[src/rtl/phase_timer.sv]
// phase_timer: per-phase interval timer that closes the traffic-light FSM loop.
// Returns one-cycle done pulses after each phase's programmed duration and reports the remaining seconds.
module phase_timer #(
  parameter int CLK_DIV = 50_000_000,
  parameter int T1      = 30,
  parameter int T2      = 5,
  parameter int T3      = 30
) (
  input  logic       clk,
  input  logic       reset,
  input  logic       C1,
  input  logic       C2,
  input  logic       C3,
  input  logic       pause,
  output logic       W1,
  output logic       W2,
  output logic       W3,
  output logic [7:0] sec_left,
  output logic       err
);
  localparam int PW = CLK_DIV > 1 ? $clog2(CLK_DIV) : 1;
  localparam logic [PW-1:0] PRE_MAX = PW'(CLK_DIV - 1);
  logic [2:0] en_d, en_q, w_d, w_q;
  logic [PW-1:0] pre_d, pre_q, pre_b;
  logic [7:0] sec_d, sec_q, sec_b, t_sel, sec_left_d, sec_left_q;
  logic active, start, sat, err_d, err_q;
  // elapsed time is kept as a prescaler plus whole seconds, so n = sec*CLK_DIV + pre
  always_comb begin
    en_d = {C1, C2, C3};
    active = $onehot(en_d);
    start = (en_d != en_q) || (|w_q);
    t_sel = C1 ? 8'(T1) : C2 ? 8'(T2) : 8'(T3);
    pre_b = start ? '0 : pre_q;
    sec_b = start ? '0 : sec_q;
    sat = (sec_b == t_sel) && (pre_b == '0);
    pre_d = !active ? '0 : (pause || sat) ? pre_b : (pre_b == PRE_MAX) ? '0 : pre_b + PW'(1);
    sec_d = !active ? '0 : (pause || sat || pre_b != PRE_MAX) ? sec_b : sec_b + 8'd1;
    w_d = (active && !pause && sec_d == t_sel && pre_d == '0) ? en_d : 3'b000;
    sec_left_d = active ? t_sel - sec_d : 8'd0;
    err_d = (en_d != 3'b000) && !active;
  end
  always_ff @(posedge clk or negedge reset) begin
    if (!reset) begin
      en_q <= '0;
      pre_q <= '0;
      sec_q <= '0;
      w_q <= '0;
      sec_left_q <= '0;
      err_q <= 1'b0;
    end else begin
      en_q <= en_d;
      pre_q <= pre_d;
      sec_q <= sec_d;
      w_q <= w_d;
      sec_left_q <= sec_left_d;
      err_q <= err_d;
    end
  end
  assign {W1, W2, W3} = w_q;
  assign sec_left = sec_left_q;
  assign err = err_q;
endmodule

[config.mk]
export PLATFORM = sky130hd
export DESIGN_NAME = phase_timer
export DESIGN_NICKNAME = d
export VERILOG_FILES = /design/src/rtl/phase_timer.sv
export SDC_FILE = /design/constraint.sdc
export NUM_CORES = 1
export LEC_CHECK = 0
export CAP_MARGIN = 30
export CORE_MARGIN = 8
export CORE_UTILIZATION = 57
export DETAILED_ROUTE_END_ITERATION = 7
export PLACE_DENSITY = 0.85
export SLEW_MARGIN = 10
export SYNTH_ARGS = -nofsm -noshare
export SYNTH_HDL_FRONTEND = slang
export SYNTH_SLANG_ARGS = --single-unit
[constraint.sdc]
create_clock -name clk -period 5.54 [get_ports clk]
set_input_delay 1.662 -clock clk [delete_from_list [all_inputs] [get_ports clk]]
set_output_delay 1.662 -clock clk [all_outputs]
set_load 0.05 [all_outputs]
# Word-level counts from Yosys, hierarchy flattened
# Index checks and enable logic that the tools add are counted.
[word_totals] out_inout_bits=12 register_bits=49 elab_cells=42
[op_classes] n_reduce_logical=14 addsub=5 muxes=11 eq_ne=6
[op_table] operator="$mux 26" count=4
[op_table] operator="$logic_not 26->1" count=2
[op_table] operator="$mux 8" count=4
[op_table] operator="$add 26x1->26 const B" count=1
[op_table] operator="$eq 26x26->1 const B" count=1
[op_table] operator="$ne 26x26->1 const B" count=1
[op_table] operator="$eq 8x5->1" count=2
[op_table] operator="$mux 5" count=2
[op_table] operator="$add 8x1->8 const B" count=1
[op_table] operator="$sub 5x8->8" count=1
[op_table] operator="$logic_and 1x1->1" count=5
[op_table] operator="$logic_or 1x1->1" count=3
[op_table] operator="$mux 3" count=1
[op_table] operator="$ne 3x3->1" count=1
[op_table] operator="$reduce_bool 3->1" count=1
[op_table] operator="$reduce_or 3->1" count=1
[op_table] operator="$add 1x1->2" count=1
[op_table] operator="$add 2x1->2" count=1
[op_table] operator="$eq 2x1->1 const B" count=1
[op_table] operator="$logic_not 1->1" count=2

# Depth between registers and ports, before layout
[logic_depth] ltp_word=13 mapped_depth=21

# Worst setup path before layout
# No wires, ideal clock.
[synth_path] path_kind="input -> register" from="in C1" to="reg w_q[0]" t_arrival_ns=5.544 t_required_ns=5.439 n_path_buf=3 path_slack_ns=-0.105 stages=20 cell_sequence="xnor2_1 -> and4_1 -> clkbuf_1 -> clkbuf_1 -> nand2_1 -> inv_1 -> ha_1 -> nor2b_1 -> nand2_1 -> or4_1 -> buf_2 -> nor2_1 -> xor2_1 -> nand2_1 -> ha_1 -> nand4_1 -> or4_1 -> nor3_1 -> nand4b_1 -> nor4_1"
[synth_via] elab_chain_cells=13 elab_cells_between_ends=27 cone_classes="add/sub (3); eq/ne (6); mux (9); reduce/logical (9)"
[synth_lines] item="start: declaration" line="11" rtl="input logic C1,"
[synth_lines] item="branches (longest 11 deep; another with $add 26x1->26)"
[synth_lines] item="$logic_and 1x1->1 (*)" line="38" rtl="w_d = (active && !pause && sec_d == t_sel && pre_d == '0) ? en_d : 3'b000;"
[synth_lines] item="$mux 3 (*)" line="38"
[synth_lines] item="net w_d[0]" line="23" rtl="logic [2:0] en_d, en_q, w_d, w_q;"
[synth_lines] item="end signal: assignment" line="54" rtl="w_q <= w_d;"
[synth_lines] item="end: declaration" line="23"
# Mark *: on every way through the listed nets, which the timed path passes.

# Final worst setup path
[layout_path] from="in C1" to="reg w_q[2]"
[layout_via] elab_chain_cells=13 elab_cells_between_ends=27 cone_classes="add/sub (3); eq/ne (6); mux (9); reduce/logical (9)"
[layout_lines] item="branches (longest 12 deep; another with $add 26x1->26)"
[layout_lines] item="$mux 3 (*)" line="38"
[layout_lines] item="net w_d[2]" line="23"
# Marked as above.

==> metrics.yaml <==
outcome:
  status: "completed"
yosys:
  async_reset_ff_frac: 1.00
  synthAdderAreaFrac: 0.0458
  synth_ff_type: "dfrtp_1"
  synth_top_family_by_area: "simple AND/OR/NAND/NOR gates"
  yosysTopAreaCellShare: 0.400
  synth_edf_count: 0
  synth_area_leader_cell: "dfrtp_1"
  syn_avg_cell_area_um2: 9.20
  muxShareOfSynthArea: 0.0135
  synth_area_mm2: 0.00306
  synth_nets: 349
  syn_inst: 333
  synth.top_cells.by_area: "dfrtp_1 (40%), xnor2_1 (6.0%), nor2_1 (5.9%)"
  ys_seq_area_frac: 0.400
  synth_compound_area_frac: 0.0711
  yosysWarnings: 0
  ys_ff_latch: 49
  yosysUniqueCellTypes: 51
  yosys.area_share.simple: 0.315
  synth-xor-area-share: 0.114
power:
  total_power_uw: 718
  peakVddDrop_mv: 0.172
  power_leakage_nw: 1.61
  powerDensity_mw_per_mm2: 199
hold_path:
  hp-class: "reg -> reg"
sta:
  fin_tns_setup_ns: 0
  period_share: 0.966
  slew_headroom: 0.601
  worst_hold_slack_ns: 0.642
  final-setup-viol-count: 0
  min_period_ns: 5.35
  fmax_mhz: 187
  rsz0062_at_grt: "no"
  skew_ns: 0.00558
  worst_slack_ns: 0.190
  drv_slew: 0
  hold_viol: 0
  tightestPinTransition_ns: 0.593
layout:
  multi_input_area_mm2: 0.00174
  drive_gt1_frac: 0.164
  area_delta_synth_final_pct: 17.9
  final_cells: 442
  diodes: 0
  layout.area.seq_mm2: 0.00123
  fillers: 410
  fin_nets: 387
clocking:
  cts-root-buf: "clkbuf_8"
  cts_buffers: 5
  cts_tree: "done"
  cts_max_level: 2
  cts_sinks: 49
  cts_buffer_depth: 2
  insertion_delay_ns: 0.31
  clk_pin_slew_worst_paths_ns: 0.09
detailed_routing:
  ant_nets: 0
  vias_per_cell: 6.03
  drc: 0
  dr.pass1.iters: 7
  drt-total-wl_um: 7470
  wl_per_cell_um: 16.9
  drt_iter0_markers: 254
  vias: 2667
critical_path:
  r2r_setup_slack_ns: 1.57
  worstPathArrival_ns: 5.56
  reg2regPathDepth: 17
  endpoint_kind: "register"
  worstPathRequired_ns: 5.75
  reg2reg_to: "w_q[2]"
  cp-start-kind: "primary input"
  startpoint: "C1"
  cp_max_fo: 4
  crit_type: "in -> reg"
  endpoint: "w_q[2]"
  r2r_start: "w_q[1]"
global_route:
  track_usage: 0.202
  grt_pass1_vias: 2711
  antenna_found_initial: 0
  grt_first_pass_wirelength_um: 12600
  gr-total-overflow: 0
  grt_max_degree: 31
floorplan:
  row_count: 26
  core_area_mm2: 0.00514
  die_area_mm2: 0.00798
  num_io_pins: 18
  die_x_um: 89.3
  start_util: 0.596
  die_h_um: 89.3
placed_design:
  dp_slack_ns: -0.272
  routabilityCongestion: 0.913
  hpwl_um: 5590
  port_buffers: 17
  dp.cells: 433
job:
  drv_cap: 0
[cell usage after synthesis, drive strengths merged, types with 2 or more instances]
| cell type | n |
|---|---|
| clkbuf | 6 |
| buf | 9 |
| fa | 2 |
| or4 | 3 |
| o31ai | 2 |
| o21ai | 5 |
| nor4b | 3 |
| or2 | 4 |
| nand3b | 2 |
| a31oi | 4 |
| and3 | 4 |
| ha | 8 |
| nor3 | 12 |
| and2 | 3 |
| nor4 | 14 |
| and4 | 3 |
| xnor2 | 21 |
| or3 | 2 |
| a21o | 2 |
| a21oi | 13 |
| o31a | 2 |
| dfrtp | 49 |
| inv | 13 |
| nand3 | 20 |
| nand2 | 27 |
| xor2 | 19 |
| nor2b | 2 |
| mux2i | 3 |
| nand2b | 3 |
| nor2 | 49 |
| nand4 | 15 |
[logic make-up (layout without fill, tap and decap cells)]
kind of cell,Yosys count,count (layout)
and+or+nand+nor,169,169
DFF,49,49
xor gates and xnor gates,40,40
AOI/OAI and AO/OA,33,33
buffers and inverters,28,67
adders and majority gates,10,10
muxes,4,4
[routing by layer]
layer	vias to the layer above	track usage	routed length, um
li1	1246	-	-
met1	1295	0.243	3040
met2	108	0.356	3800
met3	18	0.0423	514
met4	0	0.0559	125
met5	-	0	0
[layout by cell type (no fill, tap or decap), types with 4 or more instances in the layout]
cell type        netlist  final
dfrtp_1               49     49
nor2_1                48     48
buf_4                  0     28
nand2_1               26     26
xnor2_1               21     21
nand3_1               19     19
xor2_1                19     19
clkdlybuf4s50_1        0     16
nand4_1               13     13
inv_1                 12     12
a21oi_1               12     12
nor3_1                11      9
nor4_1                10      9
ha_1                   8      8
clkbuf_8               0      6
nor4_4                 4      4
and3_1                 4      4
o21ai_0                4      4
or2_2                  4      4
a31oi_1                4      4
[worst max-delay path, stage by stage]
cell and delay, ns:
clkdlybuf4s50_1 0.44, xnor2_1 0.22, and4_1 0.26, nand2_1 0.08
inv_1 0.08, ha_1 0.19, nor2b_2 0.17, nand2_1 0.08
or4_4 0.54, nor2_1 0.14, xor2_1 0.18, nand2_1 0.10
ha_1 0.33, nand4_1 0.11, or4_1 0.44, nor3_2 0.13
nand4b_1 0.19, nor4_1 0.21
[timing repair]
action,CTS,global route
hold endpoints to repair,0,0
hold buffers,0,0
buffers inserted,0,1
gates resized for setup,1,4
setup endpoints to repair,1,5
pin swaps,0,5
[report_power, final]
group	total [mW]	internal, mW	switching, mW
clock network	0.267	0.147	0.120
registers	0.366	0.364	0.00277
logic	0.0850	0.0314	0.0536
[worst min-delay path by stage]
stage                   start         to  cells after the start
floorplan            sec_q[7]   sec_q[7]                      2
global placement    pre_q[23]  pre_q[23]                      2
detailed placement  pre_q[23]  pre_q[23]                      2
CTS                 pre_q[23]  pre_q[23]                      2
global route         sec_q[7]   sec_q[7]                      2
finish              pre_q[23]  pre_q[23]                      2
[through the flow]
stage | instance area (um2) | util
final | 3610 | 0.703
after global routing | 3610 | 0.703
after CTS | 3580 | 0.697
after detailed placement | 3460 | 0.674
after global placement | 3440 | 0.670
after floorplan | 3070 | -
[state kept, by name, summed over array words and instances, names as in the netlist]
signal and cells:
en_q 3, err 1, sec_q 8, sec_left 8
pre_q 26, w_q 3
[layout make-up]
| type | count | area share |
|---|---|---|
| Tap cell | 70 | 0.0243 |
| Inverter | 13 | 0.0135 |
| Multi-Input combinational cell | 256 | 0.481 |
| Clock inverter | 1 | 0.00832 |
| Sequential cell | 49 | 0.340 |
| Timing Repair Buffer | 46 | 0.109 |
| Clock buffer | 7 | 0.0239 |
No activity file was read; power rests on OpenSTA's default activity.
==> patch 1: new RTL, same flow settings <==
Add an input register stage for `C1`, `C2`, `C3` and `pause`, with the module's reset; this delays them by one clock.
--- a/src/rtl/phase_timer.sv
+++ b/src/rtl/phase_timer.sv
@@ -21,4 +21,24 @@
   localparam int PW = CLK_DIV > 1 ? $clog2(CLK_DIV) : 1;
   localparam logic [PW-1:0] PRE_MAX = PW'(CLK_DIV - 1);
+
+  logic C1_q;
+  logic C2_q;
+  logic C3_q;
+  logic pause_q;
+
+  always_ff @(posedge clk or negedge reset) begin
+    if (!reset) begin
+      C1_q    <= '0;
+      C2_q    <= '0;
+      C3_q    <= '0;
+      pause_q <= '0;
+    end else begin
+      C1_q    <= C1;
+      C2_q    <= C2;
+      C3_q    <= C3;
+      pause_q <= pause;
+    end
+  end
+
   logic [2:0] en_d, en_q, w_d, w_q;
   logic [PW-1:0] pre_d, pre_q, pre_b;
@@ -27,14 +47,14 @@
   // elapsed time is kept as a prescaler plus whole seconds, so n = sec*CLK_DIV + pre
   always_comb begin
-    en_d = {C1, C2, C3};
+    en_d = {C1_q, C2_q, C3_q};
     active = $onehot(en_d);
     start = (en_d != en_q) || (|w_q);
-    t_sel = C1 ? 8'(T1) : C2 ? 8'(T2) : 8'(T3);
+    t_sel = C1_q ? 8'(T1) : C2_q ? 8'(T2) : 8'(T3);
     pre_b = start ? '0 : pre_q;
     sec_b = start ? '0 : sec_q;
     sat = (sec_b == t_sel) && (pre_b == '0);
-    pre_d = !active ? '0 : (pause || sat) ? pre_b : (pre_b == PRE_MAX) ? '0 : pre_b + PW'(1);
-    sec_d = !active ? '0 : (pause || sat || pre_b != PRE_MAX) ? sec_b : sec_b + 8'd1;
-    w_d = (active && !pause && sec_d == t_sel && pre_d == '0) ? en_d : 3'b000;
+    pre_d = !active ? '0 : (pause_q || sat) ? pre_b : (pre_b == PRE_MAX) ? '0 : pre_b + PW'(1);
+    sec_d = !active ? '0 : (pause_q || sat || pre_b != PRE_MAX) ? sec_b : sec_b + 8'd1;
+    w_d = (active && !pause_q && sec_d == t_sel && pre_d == '0) ? en_d : 3'b000;
     sec_left_d = active ? t_sel - sec_d : 8'd0;
     err_d = (en_d != 3'b000) && !active;
Function: changed (a bounded check fails within 4 cycles, from zero or initial values and one cycle with reset low).
==> patch 1 against the unedited design <==
First-iteration DRC count is 11% lower; routed wire length is 7.3% lower; largest power group unchanged; cell area is 4.1% lower; highest routed layer unchanged; worst setup slack better by 0.68 ns; worst hold slack worse by 0.17 ns; area after synthesis is 3.3% higher; largest cell class unchanged; critical endpoint unchanged; sequential cell count is 4 higher; cell count is 4.5% lower; power is 1.3% lower.
==> patch 1: results (changes against the unedited design) <==
synth_ff_type: "dfrtp_1"  # unchanged
cts.clk_slew.worst_paths_ns: 0.10
grt_max_degree: 54  # was 31
power_switching_mw: 0.188  # was 0.176 mW
synthTopCellsByCount: "53 x dfrtp_1, 48 x nor2_1, 26 x nand2_1"  # was 49 x dfrtp_1, 48 x nor2_1, 26 x nand2_1
hold_path_end: "en_q[0]"  # was pre_q[23]
largest_reg_flops: 26  # unchanged
place_ws_ns: 0.937  # was -0.272 ns
yosys_warnings: 0  # unchanged
p_leak_nw: 1.51  # was 1.61 nW
grt_pass1_vias: 2480  # was 2711
cp_max_fo: 16  # was 4
cts_buffers: 5  # unchanged
drive_gt1_share_pct: 8.86  # was 16.4%
n_antenna_cell: 0  # unchanged
min_path_cells: 0  # was 2
slew_headroom_pct: 48.3  # was 60.1%
cts_htree_levels: 2  # unchanged
grt_pass1_wl_mm: 11.8  # was 12.6 mm
antenna_found_initial: 0  # unchanged
r2r-start: "w_q[1]"  # unchanged
muxShareOfSynthArea_pct: 1.31  # was 1.35%
cts-root-buf: "clkbuf_8"  # unchanged
r2r_cells: 18  # was 17
drtIter0Drc: 226  # was 254
synth_compound_area_share_pct: 6.88  # was 7.11%
clk_path_buf_depth: 2  # unchanged
wl_per_cell_um: 16.4  # was 16.9 um
drtPass1Iterations: 4  # was 7
groute.usage.overall_pct: 17.6  # was 20.2%
synth.distinct_cells: 51  # unchanged
peakVddDrop_mv: 0.204  # was 0.172 mV
status: "finished, final reports clean"  # unchanged
synth-xor-area-share_pct: 11.1  # was 11.4%
regMostFlops: "pre_q"  # unchanged
nets: 365  # was 387
syn_area_per_cell_um2: 9.39  # was 9.20 um2
slowest_delay_ns: 0.66  # was 0.54 ns
synth.yosys.seq_area_share_pct: 41.9  # was 40.0%
slowest_stage: "or4_1"  # was or4_4
dp_cells: 413  # was 433
synthArstFlopShare_pct: 100  # unchanged
netlist_top_cells_area: "dfrtp_1 42%, xnor2_1 5.8%, nor2_1 5.7%"  # was dfrtp_1 40%, xnor2_1 6.0%, nor2_1 5.9%
hp-start: "C3_q"  # was pre_q[23]
fin_skew_ns: 0.00759  # was 0.00558 ns
synth-adder-area-share_pct: 4.43  # was 4.58%
reg2reg_to: "w_q[2]"  # unchanged
place_congestion: 0.896  # was 0.913
hold_path_class: "reg2reg"  # unchanged
avgViaCountPerCell: 5.84  # was 6.03
syn_nets: 353  # was 349
drt_wl_total_mm: 6.93  # was 7.47 mm
cts_setup_buffers: 0  # unchanged
ctsResizeCount: 0  # was 1
worstPathArrival_ns: 4.89  # was 5.56 ns
worst_hold_slack_ns: 0.470  # was 0.642 ns
hpwl_mm: 5.13  # was 5.59 mm
-- patch 1: cell count changes after synthesis, sizes merged --
cell / change
dfrtp: +4
-- patch 1: power groups by stage --
stage	Sequential [mW]	Combinational, mW	Clock, mW
6_report	0.399	0.0724	0.237
5_1_grt	0.400	0.0793	0.259
4_1_cts	0.399	0.0736	0.246
3_5_place_dp	0.407	0.0735	0
3_3_place_gp	0.407	0.0717	0
2_1_floorplan	0.423	0.0272	0
-- patch 1: worst max-delay path by stage --
stage | slack, ns | start | cells after the start | to
after floorplan | 0.89 | w_q[1] | 20 | w_q[0]
after global placement | 1.12 | w_q[1] | 18 | w_q[0]
after detailed placement | 0.94 | w_q[1] | 18 | w_q[2]
after CTS | 0.89 | w_q[1] | 18 | w_q[2]
after global routing | 0.49 | w_q[1] | 18 | w_q[2]
final | 0.87 | w_q[1] | 18 | w_q[2]
-- patch 1: cells by family (layout without fill, tap and decap cells) --
group	Yosys count	count (layout)
fa+ha+maj	10	10
compound gates	33	33
simple gates	169	169
mux	4	4
xor+xnor	40	40
buf+inv	28	41
flops	53	53
-- patch 1: final cells by class --
cell class                 instances  area, um2
timing repair buffer              20        185
clock buffer                       6       82.6
sequential                        53       1330
multi-input combinational        256       1710
fill                             459       1970
inverter                          13       48.8
tap                               72       90.1
clock inverter                     2       17.5
-- patch 1: metrics by stage --
stage / power (mW) / cell area, um2
2_1_floorplan: 0.450 / 3160
3_3_place_gp: 0.478 / 3360
3_5_place_dp: 0.481 / 3360
4_1_cts: 0.719 / 3460
5_1_grt: 0.738 / 3460
6_report: 0.709 / 3460
-- patch 1: critical path: cells and delay by family (launching register included) --
family | cells | cell delay (ns)
DFF | 1 | 0.39
buffers and inverters | 2 | 0.31
xor gates and xnor gates | 1 | 0.17
and+or+nand+nor | 13 | 3.03
adders and majority gates | 2 | 0.65
-- patch 1: per-layer routing --
| layer | wire length, um | part of all wire [%] | vias to the layer above | global-route usage (%) |
|---|---|---|---|---|
| li1 | - | - | 1202 | - |
| met1 | 3000 | 43 | 1173 | 21.8 |
| met2 | 3320 | 48 | 74 | 28.5 |
| met3 | 445 | 6.4 | 14 | 3.82 |
| met4 | 155 | 2.2 | 0 | 8.04 |
| met5 | 0 | 0 | - | 0 |
==> patch 2: new RTL, same flow settings <==
Without the edit above. Change the parameter `CLK_DIV` from 50_000_000 to 100_000_000.
--- a/src/rtl/phase_timer.sv
+++ b/src/rtl/phase_timer.sv
@@ -2,5 +2,5 @@
 // Returns one-cycle done pulses after each phase's programmed duration and reports the remaining seconds.
 module phase_timer #(
-  parameter int CLK_DIV = 50_000_000,
+  parameter int CLK_DIV = 100_000_000,
   parameter int T1      = 30,
   parameter int T2      = 5,
Function: same outputs for any inputs over 10 cycles, from zero or initial values and one cycle with reset low; that may be too few to reach the edited logic, so the function may still have changed.
==> patch 2 against the unedited design <==
Sequential share of layout area decreased by 1.3 points; routed wire length up 14%; area after synthesis up 6.1%; via count increased by 15%; count of clock-buffer cells in the layout is 1 lower; worst setup slack better by 0.20 ns; first-iteration DRC count is 55% higher; sequential cell count increased by 1; cell area up 6.2%; power decreased by 4.3%; critical path depth up 2; critical endpoint is now w_q[0]; largest cell class unchanged; highest routed layer unchanged.
==> patch 2: results (changes against the unedited design) <==
r2r_cells: 19  # was 17
avgViaCountPerCell: 6.50  # was 6.03
peakVddDrop_mv: 0.103  # was 0.172 mV
power_mw: 0.687  # was 0.718 mW
postPlaceCellArea_mm2: 0.00368  # was 0.00346 mm2
hp-start: "pre_q[24]"  # was pre_q[23]
fin_skew_ns: 0.0112  # was 0.00558 ns
synth.distinct_cells: 52  # was 51
status: "finished, final reports clean"  # unchanged
drt_wl_total_mm: 8.54  # was 7.47 mm
ctsResizeCount: 3  # was 1
use_met1_pct: 25.8  # was 24.3%
syn_area_per_cell_um2: 8.93  # was 9.20 um2
place_congestion: 1.01  # was 0.913
nets: 416  # was 387
gr-usage-met2_pct: 32.0  # was 35.6%
grt_pass1_wl_mm: 13.9  # was 12.6 mm
seq-power_mw: 0.374  # was 0.366 mW
worstPathArrival_ns: 5.38  # was 5.56 ns
wl_met1_mm: 3.46  # was 3.04 mm
synthTopCellsByCount: "53 x nor2_1, 50 x dfrtp_1, 26 x xnor2_1"  # was 49 x dfrtp_1, 48 x nor2_1, 26 x nand2_1
drtIter0Drc: 393  # was 254
grt_use_met3_pct: 3.62  # was 4.23%
met2_length_mm: 4.08  # was 3.80 mm
slew_headroom_pct: 57.5  # was 60.1%
p_sw_share_pct: 26.5  # was 24.5%
dp_cells: 465  # was 433
drtPass1Iterations: 5  # was 7
drive_gt1_share_pct: 16.7  # was 16.4%
grt_max_degree: 27  # was 31
patch 2: cell count changes after synthesis, sizes merged, moves of 4 or more:
cell / unedited run / this run
and4: 3 / 9
clkbuf: 6 / 10
nand3: 20 / 24
nand4: 15 / 10
nor2: 49 / 53
o31ai: 2 / 6
or4: 3 / 11
xnor2: 21 / 26
patch 2: logic make-up after synthesis:
logic type | Yosys count | share of synthesized area, %
flops | 50 | 38.5
fa+ha+maj | 10 | 4.31
buf+inv | 32 | 4.74
compound gates | 37 | 8.05
xor+xnor | 42 | 11.3
simple gates | 191 | 32.5
mux | 2 | 0.616
patch 2: stage by stage:
| stage | worst slack [ns] | TNS, ns | hold WS, ns | utilization [%] |
|---|---|---|---|---|
| final | 0.395 | 0 | 0.633 | 69.6 |
| after global routing | 0.173 | 0 | 0.663 | 69.6 |
| after CTS | 0.104 | 0 | 0.620 | 68.8 |
| after detailed placement | -0.310 | -1.04 | 0.595 | 66.8 |
| after global placement | -0.0958 | -0.287 | 0.589 | 66.3 |
| after floorplan | 0.00753 | 0 | 0.544 | - |
patch 2: final cells by class:
cell class,count,area [um2]
inverters,10,37.5
multi-input cells,282,1910
clock inverters,2,12.5
clock buffers,6,82.6
flip-flops and latches,50,1250
well taps,72,90.1
fillers,395,1670
repair buffers,51,448
patch 2: critical path, cell delays in order:
cell and delay (ns):
dlymetal6s2s_1 0.16, xnor2_2 0.18, and4_4 0.27, nand2_1 0.07
inv_1 0.09, ha_1 0.18, buf_4 0.15, and3_1 0.18
nand3_1 0.12, or4_1 0.43, nor2_2 0.11, xnor2_1 0.12
nand2_1 0.09, ha_1 0.33, nand4_1 0.12, nor2_1 0.10
nand2_1 0.07, or4_4 0.43, nor4_4 0.28, and4_1 0.23
